===== config.mk =====
export PLATFORM = sky130hd
export DESIGN_NAME = debounce_fsm
export DESIGN_NICKNAME = d
export VERILOG_FILES = /design/src/rtl/debounce_pkg.sv /design/src/rtl/debounce_fsm_sync_chain.sv /design/src/rtl/debounce_fsm.sv
export SDC_FILE = /design/constraint.sdc
export NUM_CORES = 1
export LEC_CHECK = 0
export ABC_AREA = 0
export BUFFER_PORTS_ARGS = -buffer_cell sky130_fd_sc_hd__buf_2
export CORE_AREA = 2 2 39 41
export CTS_CLUSTER_DIAMETER = 120
export DETAILED_ROUTE_END_ITERATION = 8
export DIE_AREA = 0 0 41 43
export GPL_ROUTABILITY_DRIVEN = 0
export PLACE_DENSITY_LB_ADDON = 0.2
export SLEW_MARGIN = 25
export SYNTH_ARGS = -nofsm -noshare
export SYNTH_HDL_FRONTEND = slang
export SYNTH_HIERARCHICAL = 1
export SYNTH_SLANG_ARGS = --single-unit

===== constraint.sdc =====
create_clock -name clk -period 2.8 [get_ports clk]
set_input_delay 0.42 -clock clk [delete_from_list [all_inputs] [get_ports clk]]
set_output_delay 0.42 -clock clk [all_outputs]
set_load 0.005 [all_outputs]

===== src/rtl/debounce_pkg.sv =====
// Shared types and constants for the pushbutton debouncer.
package debounce_pkg;

   typedef enum logic [1:0] {ST_LOW, ST_WAIT_HIGH, ST_HIGH, ST_WAIT_LOW} db_state_t;

   localparam int GLITCH_W = 8;

endpackage


===== src/rtl/debounce_fsm_sync_chain.sv =====
// sync_chain: reset-to-0 flop chain that brings an asynchronous pin into the
// clk domain. q is the last stage; STAGES must be at least 2.
module sync_chain #(
   parameter int STAGES = 2
) (
   input  logic clk,
   input  logic rst_n,
   input  logic d,
   output logic q
);

   logic [STAGES-1:0] sync_p0;

   // Shift the pin through the chain; only the oldest stage is used downstream.
   always_ff @(posedge clk or negedge rst_n) begin
      if (!rst_n) begin
         sync_p0 <= '0;
      end else begin
         sync_p0 <= {sync_p0[STAGES-2:0], d};
      end
   end

   assign q = sync_p0[STAGES-1];

endmodule


===== src/rtl/debounce_fsm.sv =====
// debounce_fsm: synchronises a bouncing pin and only changes db_level after
// DEBOUNCE_CYCLES consecutive stable synchronised samples.
// Optional feature: define DEBOUNCE_GLITCH_CNT_EN to count aborted transitions
// on glitch_cnt (saturating); otherwise glitch_cnt is constant zero.
module debounce_fsm
   import debounce_pkg::*;
#(
   parameter int SYNC_STAGES     = 2,
   parameter int DEBOUNCE_CYCLES = 16
) (
   input  logic                clk,
   input  logic                rst_n,
   input  logic                raw_in,
   output logic                db_level,
   output logic                busy,
   output logic [GLITCH_W-1:0] glitch_cnt
);

   localparam int              CNT_W    = $clog2(DEBOUNCE_CYCLES);
   localparam logic [CNT_W-1:0] CNT_LAST = CNT_W'(DEBOUNCE_CYCLES - 1);

   logic             in_sync;
   db_state_t        state, state_nxt;
   logic [CNT_W-1:0] cnt, cnt_nxt;

   sync_chain #(.STAGES(SYNC_STAGES)) u_sync (
      .clk   (clk),
      .rst_n (rst_n),
      .d     (raw_in),
      .q     (in_sync)
   );

`ifdef DEBOUNCE_GLITCH_CNT_EN
   logic                abort;
   logic [GLITCH_W-1:0] glitch_q;

   function automatic logic [GLITCH_W-1:0] sat_inc(input logic [GLITCH_W-1:0] v);
      return (v == '1) ? v : v + GLITCH_W'(1);
   endfunction

   // A reversal seen while qualifying sends the FSM back to its stable state.
   assign abort = ((state == ST_WAIT_HIGH) && !in_sync) ||
                  ((state == ST_WAIT_LOW)  &&  in_sync);
   assign glitch_cnt = glitch_q;
`else
   assign glitch_cnt = '0;
`endif

   // Next state and qualification counter; counter restarts on every WAIT entry.
   always_comb begin
      state_nxt = state;
      cnt_nxt   = cnt;
      case (state)
         ST_LOW: begin
            if (in_sync) begin
               state_nxt = ST_WAIT_HIGH;
               cnt_nxt   = '0;
            end
         end
         ST_WAIT_HIGH: begin
            if (!in_sync) begin
               state_nxt = ST_LOW;
               cnt_nxt   = '0;
            end else if (cnt == CNT_LAST) begin
               state_nxt = ST_HIGH;
               cnt_nxt   = '0;
            end else begin
               cnt_nxt = cnt + CNT_W'(1);
            end
         end
         ST_HIGH: begin
            if (!in_sync) begin
               state_nxt = ST_WAIT_LOW;
               cnt_nxt   = '0;
            end
         end
         ST_WAIT_LOW: begin
            if (in_sync) begin
               state_nxt = ST_HIGH;
               cnt_nxt   = '0;
            end else if (cnt == CNT_LAST) begin
               state_nxt = ST_LOW;
               cnt_nxt   = '0;
            end else begin
               cnt_nxt = cnt + CNT_W'(1);
            end
         end
         default: begin
            state_nxt = ST_LOW;
            cnt_nxt   = '0;
         end
      endcase
   end

   // State, counter and glitch count; reset discards any qualification in flight.
   always_ff @(posedge clk or negedge rst_n) begin
      if (!rst_n) begin
         state    <= ST_LOW;
         cnt      <= '0;
`ifdef DEBOUNCE_GLITCH_CNT_EN
         glitch_q <= '0;
`endif
      end else begin
         state    <= state_nxt;
         cnt      <= cnt_nxt;
`ifdef DEBOUNCE_GLITCH_CNT_EN
         if (abort) begin
            glitch_q <= sat_inc(glitch_q);
         end
`endif
      end
   end

   // Registered Moore outputs decoded from the next state so they track state exactly.
   always_ff @(posedge clk or negedge rst_n) begin
      if (!rst_n) begin
         db_level <= 1'b0;
         busy     <= 1'b0;
      end else begin
         db_level <= (state_nxt == ST_HIGH) || (state_nxt == ST_WAIT_LOW);
         busy     <= (state_nxt == ST_WAIT_HIGH) || (state_nxt == ST_WAIT_LOW);
      end
   end

endmodule

### After elaboration in Yosys (flattened, before gate mapping)

Cells that the tools add are included.

* reduce and logical (&&, ||, !) cells: 4
* eq/ne operators: 9
* muxes and demuxes: 13
* $add $sub $neg: 1

Operator list (count)
* two-way mux 4 bit: 5
* case mux 4 bit (4 select lines): 1
* two-way mux 2 bit: 6
* equality test 2 bit, second input constant: 4
* case mux 2 bit (4 select lines): 1
* adder 4 x 1 -> 4 bit, second input constant: 1
* equality test 2 x 1 -> 1 bit, second input constant: 2
* equality test 4 bit, second input constant: 1
* zero test 2 bit: 1
* logical OR 1 bit: 2
* inequality test 2 x 1 -> 1 bit, second input constant: 1
* inequality test 2 bit, second input constant: 1
* AND reduction 2 bit: 1

* logic and storage cells: 32
* output and inout port bits: 10
* input port bits: 3
* register bits: 10

### Depth between registers and ports, before layout

* word-level depth: 6
* mapped depth: 4
* gate-level depth less buffers: 4

### By module

Netlist, hierarchy kept.

By module, submodules not included
* debounce_fsm: sequential area each 175.2 µm², times used 1, cells an instance 41, area each 419.2 µm²
* sync_chain: sequential area each 50.0 µm², times used 1, cells an instance 2, area each 50.0 µm²

### Worst setup path after synthesis

OpenSTA, ideal clock, no wires.

* path type: register -> register
* from: register cnt[0]
* to: register db_level
* path buffers: 0
* period minus slack after synthesis: 1358 ps
* cell stages (with the launch flop): 5
* arrival time: 1233 ps
* library setup time: 125 ps
* data required time: 2675 ps
* path slack: 1442 ps
* cells stage by stage: dfrtp_1 ha_1 and3_1 nand2_1 mux2_2

* cells in the longest elaborated chain, start to end: 6
* elaborated cells on any way between the ends: 9
* those cells by class: eq/ne: 3; mux: 5; reduce/logical: 1

Ends and longest elaborated chain
* from (decl): line debounce_fsm.sv:24 `logic [CNT_W-1:0] cnt, cnt_nxt;`
* from (signal assigned): line debounce_fsm.sv:105 `cnt <= cnt_nxt;`
* equality test 4 bit (*): line debounce_fsm.sv:64, debounce_fsm.sv:81
* two-way mux 2 bit (on tied branches): line debounce_fsm.sv:81, debounce_fsm.sv:64
* two-way mux 2 bit (on tied branches): line debounce_fsm.sv:78, debounce_fsm.sv:61
* case mux 2 bit (4 select lines) (*): line debounce_fsm.sv:53 `case (state)`
* net state_nxt[1]: line debounce_fsm.sv:23 `db_state_t state, state_nxt;`
* equality test 2 bit: line debounce_fsm.sv:120 `db_level <= (state_nxt == ST_HIGH) || (state_nxt == ST_WAIT_LOW);`
* logical OR 1 bit (*): line debounce_fsm.sv:120
* to (signal assigned): line debounce_fsm.sv:120
* to (decl): line debounce_fsm.sv:14 `output logic db_level,`

Mark *: on every way through the listed nets, which the timed path passes. The rest lies on a longest branch.
A chain may end at the register's enable or synchronous reset.

### Worst setup path in the final report

Ends and elaborated chain as after synthesis.

==> flow_summary.json <==
{
  "finClkSkew_ns": 0.0008176,
  "drc": 0,
  "timing.rr.end": "db_level",
  "ys_top_cells_by_count": "9 x dfrtp_1, 8 x buf_4, 3 x a21oi_1, 3 x nand2_1",
  "required_ns": 2.94,
  "crit_path_start_kind": "register",
  "ys_warn_count": 6,
  "synth_cell_types": 21,
  "grtUsageTotal_pct": 11.21,
  "p_comb_share_pct": 6.6,
  "synth_cells": 43,
  "leakagePower_nw": 0.2293,
  "fp-row-count": 14,
  "synth-seq-cells": 9,
  "cts_buffers": 3,
  "min_path_type": "in2async",
  "start_util_pct": 33.91,
  "drive_gt1_share_pct": 20.41,
  "setup_viol_count_final": 0,
  "reg2reg_depth": 4,
  "crit_type": "reg2reg",
  "reg2reg_from": "cnt[0]",
  "cts_setup_buffers": 0,
  "via_count": 303,
  "pin_count": 13,
  "final.min_clock_period_ns": 1.438,
  "ant_nets": 0,
  "antenna_found_initial": 0,
  "path_max_fanout": 5,
  "area_delta_synth_final_pct": 5.867,
  "p_seq_share_pct": 55.3,
  "drt-total-wl_um": 682,
  "hold_buffers": 0,
  "clock_path_buffers": 2,
  "cellPowerDensity_mw_per_mm2": 516.6,
  "cts_tree": "yes",
  "yosysMostFrequentCell": "dfrtp_1",
  "fmax_mhz": 695.2,
  "cp.arrival_ns": 1.58,
  "synth_top_cell_by_area": "dfrtp_1",
  "grt-ovfl-total": 0,
  "clock_latency_ns": 0.26,
  "fin_setup_tns_ns": 0,
  "synth_area_um2": 469.2,
  "io_buffers": 4,
  "antenna_cells": 0,
  "grt_max_degree": 14,
  "rsz0062_at_grt": "no",
  "pwr-share-clk_pct": 38.1,
  "seq_area_frac_synth_pct": 48.00,
  "clockRootBuffer": "clkbuf_4",
  "fin_crit_sh_pct": 51.37,
  "grt_pass1_vias": 258,
  "netSwitchingPower_mw": 0.06035,
  "clock-sinks": 9,
  "end_kind": "register",
  "via_per_inst": 4.662,
  "clk_pin_slew_ns": 0.06,
  "dpl.hpwl_um": 507.7,
  "cp_top_family": "flip-flops",
  "grt_pass1_wl_um": 1200,
  "switching_share_pct": 23.52,
  "crit_buf_inv": 0,
  "finalPower_mw": 0.2566,
  "nets": 54,
  "detail_route.wl_per_cell_um": 10.49,
  "ys.flop_type": "dfrtp_1",
  "status": "finished clean",
  "htree_levels": 1,
  "drtIter0Drc": 1,
  "die_w_um": 41,
  "crit_chain": "ha_1 > and3_1 > nand2_1 > mux2_2",
  "cp_slowest_stage_delay_ns": 0.42,
  "max_cap_viol_count": 0,
  "synth_area_leaders": "dfrtp_1 48%, buf_4 13%, o311ai_0 3.7%, xor2_2 3.5%, a21oi_1 3.2%",
  "peakVddDrop_v": 0.0002456,
  "postCtsResizedCells": 0,
  "synth-edff-count": 0,
  "syn_area_per_cell_um2": 10.91,
  "die_y_um": 43,
  "p_int_mw": 0.1963,
  "yosys.area.top_type_share_pct": 48.00,
  "dieArea_mm2": 0.001763,
  "ff2ff_setup_slack_ns": 1.36,
  "drv_slew": 0,
  "async_flop_share_pct": 100.0,
  "hold_viol_final": 0,
  "crit_path_top_delay_cell": "dfrtp_1",
  "dr.pass1.iters": 2,
  "core_area_mm2": 0.001384
}
-- stage by stage --
stage | hold slack [ns] | utilization (%) | instances | setup WS, ns | area [um^2]
after floorplan | 0.1244 | - | 50 | 1.442 | 495.5
after global placement | 0.2831 | 34.00 | 61 | 1.386 | 470.5
after detailed placement | 0.2854 | 34.00 | 61 | 1.378 | 470.5
after CTS | 0.0007619 | 35.90 | 65 | 1.360 | 496.7
after global routing | 0.01794 | 35.90 | 65 | 1.260 | 496.7
final | 0.002760 | 35.90 | 65 | 1.362 | 496.7
-- worst reg2reg max path: stages (launching register included) --
cell	delay, ns
dfrtp_1	0.42
ha_1	0.25
and3_1	0.24
nand2_1	0.09
mux2_2	0.32
-- power by group through the flow --
stage	clock (mW)	combinational [mW]	sequential (mW)
2_1_floorplan	0	0.0205	0.142
3_3_place_gp	0	0.0172	0.144
3_5_place_dp	0	0.0170	0.144
4_1_cts	0.104	0.0171	0.142
5_1_grt	0.109	0.0205	0.143
6_report	0.0979	0.0169	0.142
-- worst max path at each step --
stage	from	to	slack [ns]	cells past startpoint
after global placement	cnt[0]	db_level	1.39	4
after detailed placement	cnt[0]	db_level	1.38	4
after floorplan	cnt[0]	db_level	1.44	4
final	cnt[0]	db_level	1.36	4
after global routing	cnt[0]	db_level	1.26	4
after CTS	cnt[0]	db_level	1.36	4
-- cell families (layout without fill, tap and decap cells) --
| family | Yosys count | count (layout) | synth area share, % |
|---|---|---|---|
| other | 1 | 8 | 0.7992 |
| and+or+nand+nor | 10 | 10 | 12.80 |
| AOI/OAI and AO/OA | 8 | 8 | 12.53 |
| xor gates and xnor gates | 2 | 2 | 5.335 |
| muxes | 1 | 1 | 2.400 |
| buffers and inverters | 11 | 10 | 15.47 |
| adders and majority gates | 1 | 1 | 2.666 |
| DFF | 9 | 9 | 48.00 |
-- cell type report --
cell class / count / area, um^2
repair buffers: 4 / 20.02
fillers: 147 / 887.1
multi-input cells: 30 / 197.7
inverters: 2 / 7.507
flip-flops and latches: 9 / 225.2
clock buffers: 4 / 26.28
well taps: 16 / 20.02
-- flip-flops by register name (all words and copies together) (netlist names) --
name / flops
busy: 1
cnt: 4
state: 1
db_level: 1
u_sync/sync_p0: 2
-- cells in the final DEF, fill, tap and decap left out --
master / netlist / layout
dfrtp_1: 9 / 9
conb_1: 1 / 8
buf_2: 1 / 4
nand2_1: 3 / 3
a21oi_1: 3 / 3
clkbuf_4: 0 / 3
inv_1: 2 / 2
nand3_1: 2 / 2
o311ai_0: 2 / 2
and3_1: 1 / 1
mux2_2: 1 / 1
xnor2_1: 1 / 1
xor2_2: 1 / 1
o2111ai_1: 1 / 1
and4b_1: 1 / 1
nand3b_1: 1 / 1
o31ai_2: 1 / 1
nand4_1: 1 / 1
nand4b_1: 1 / 1
o21ai_0: 1 / 1
ha_1: 1 / 1
clkbuf_1: 0 / 1
-- layer usage --
metal  vias up  wire, um  global-route usage (%)
met4         0        29                   10.00
met2        10       289                   12.50
met5         -         0                       0
met1       139       322                   15.54
li1        149         -                       -
met3         5        40                   4.712
No activity file was read; power rests on OpenSTA's default activity.
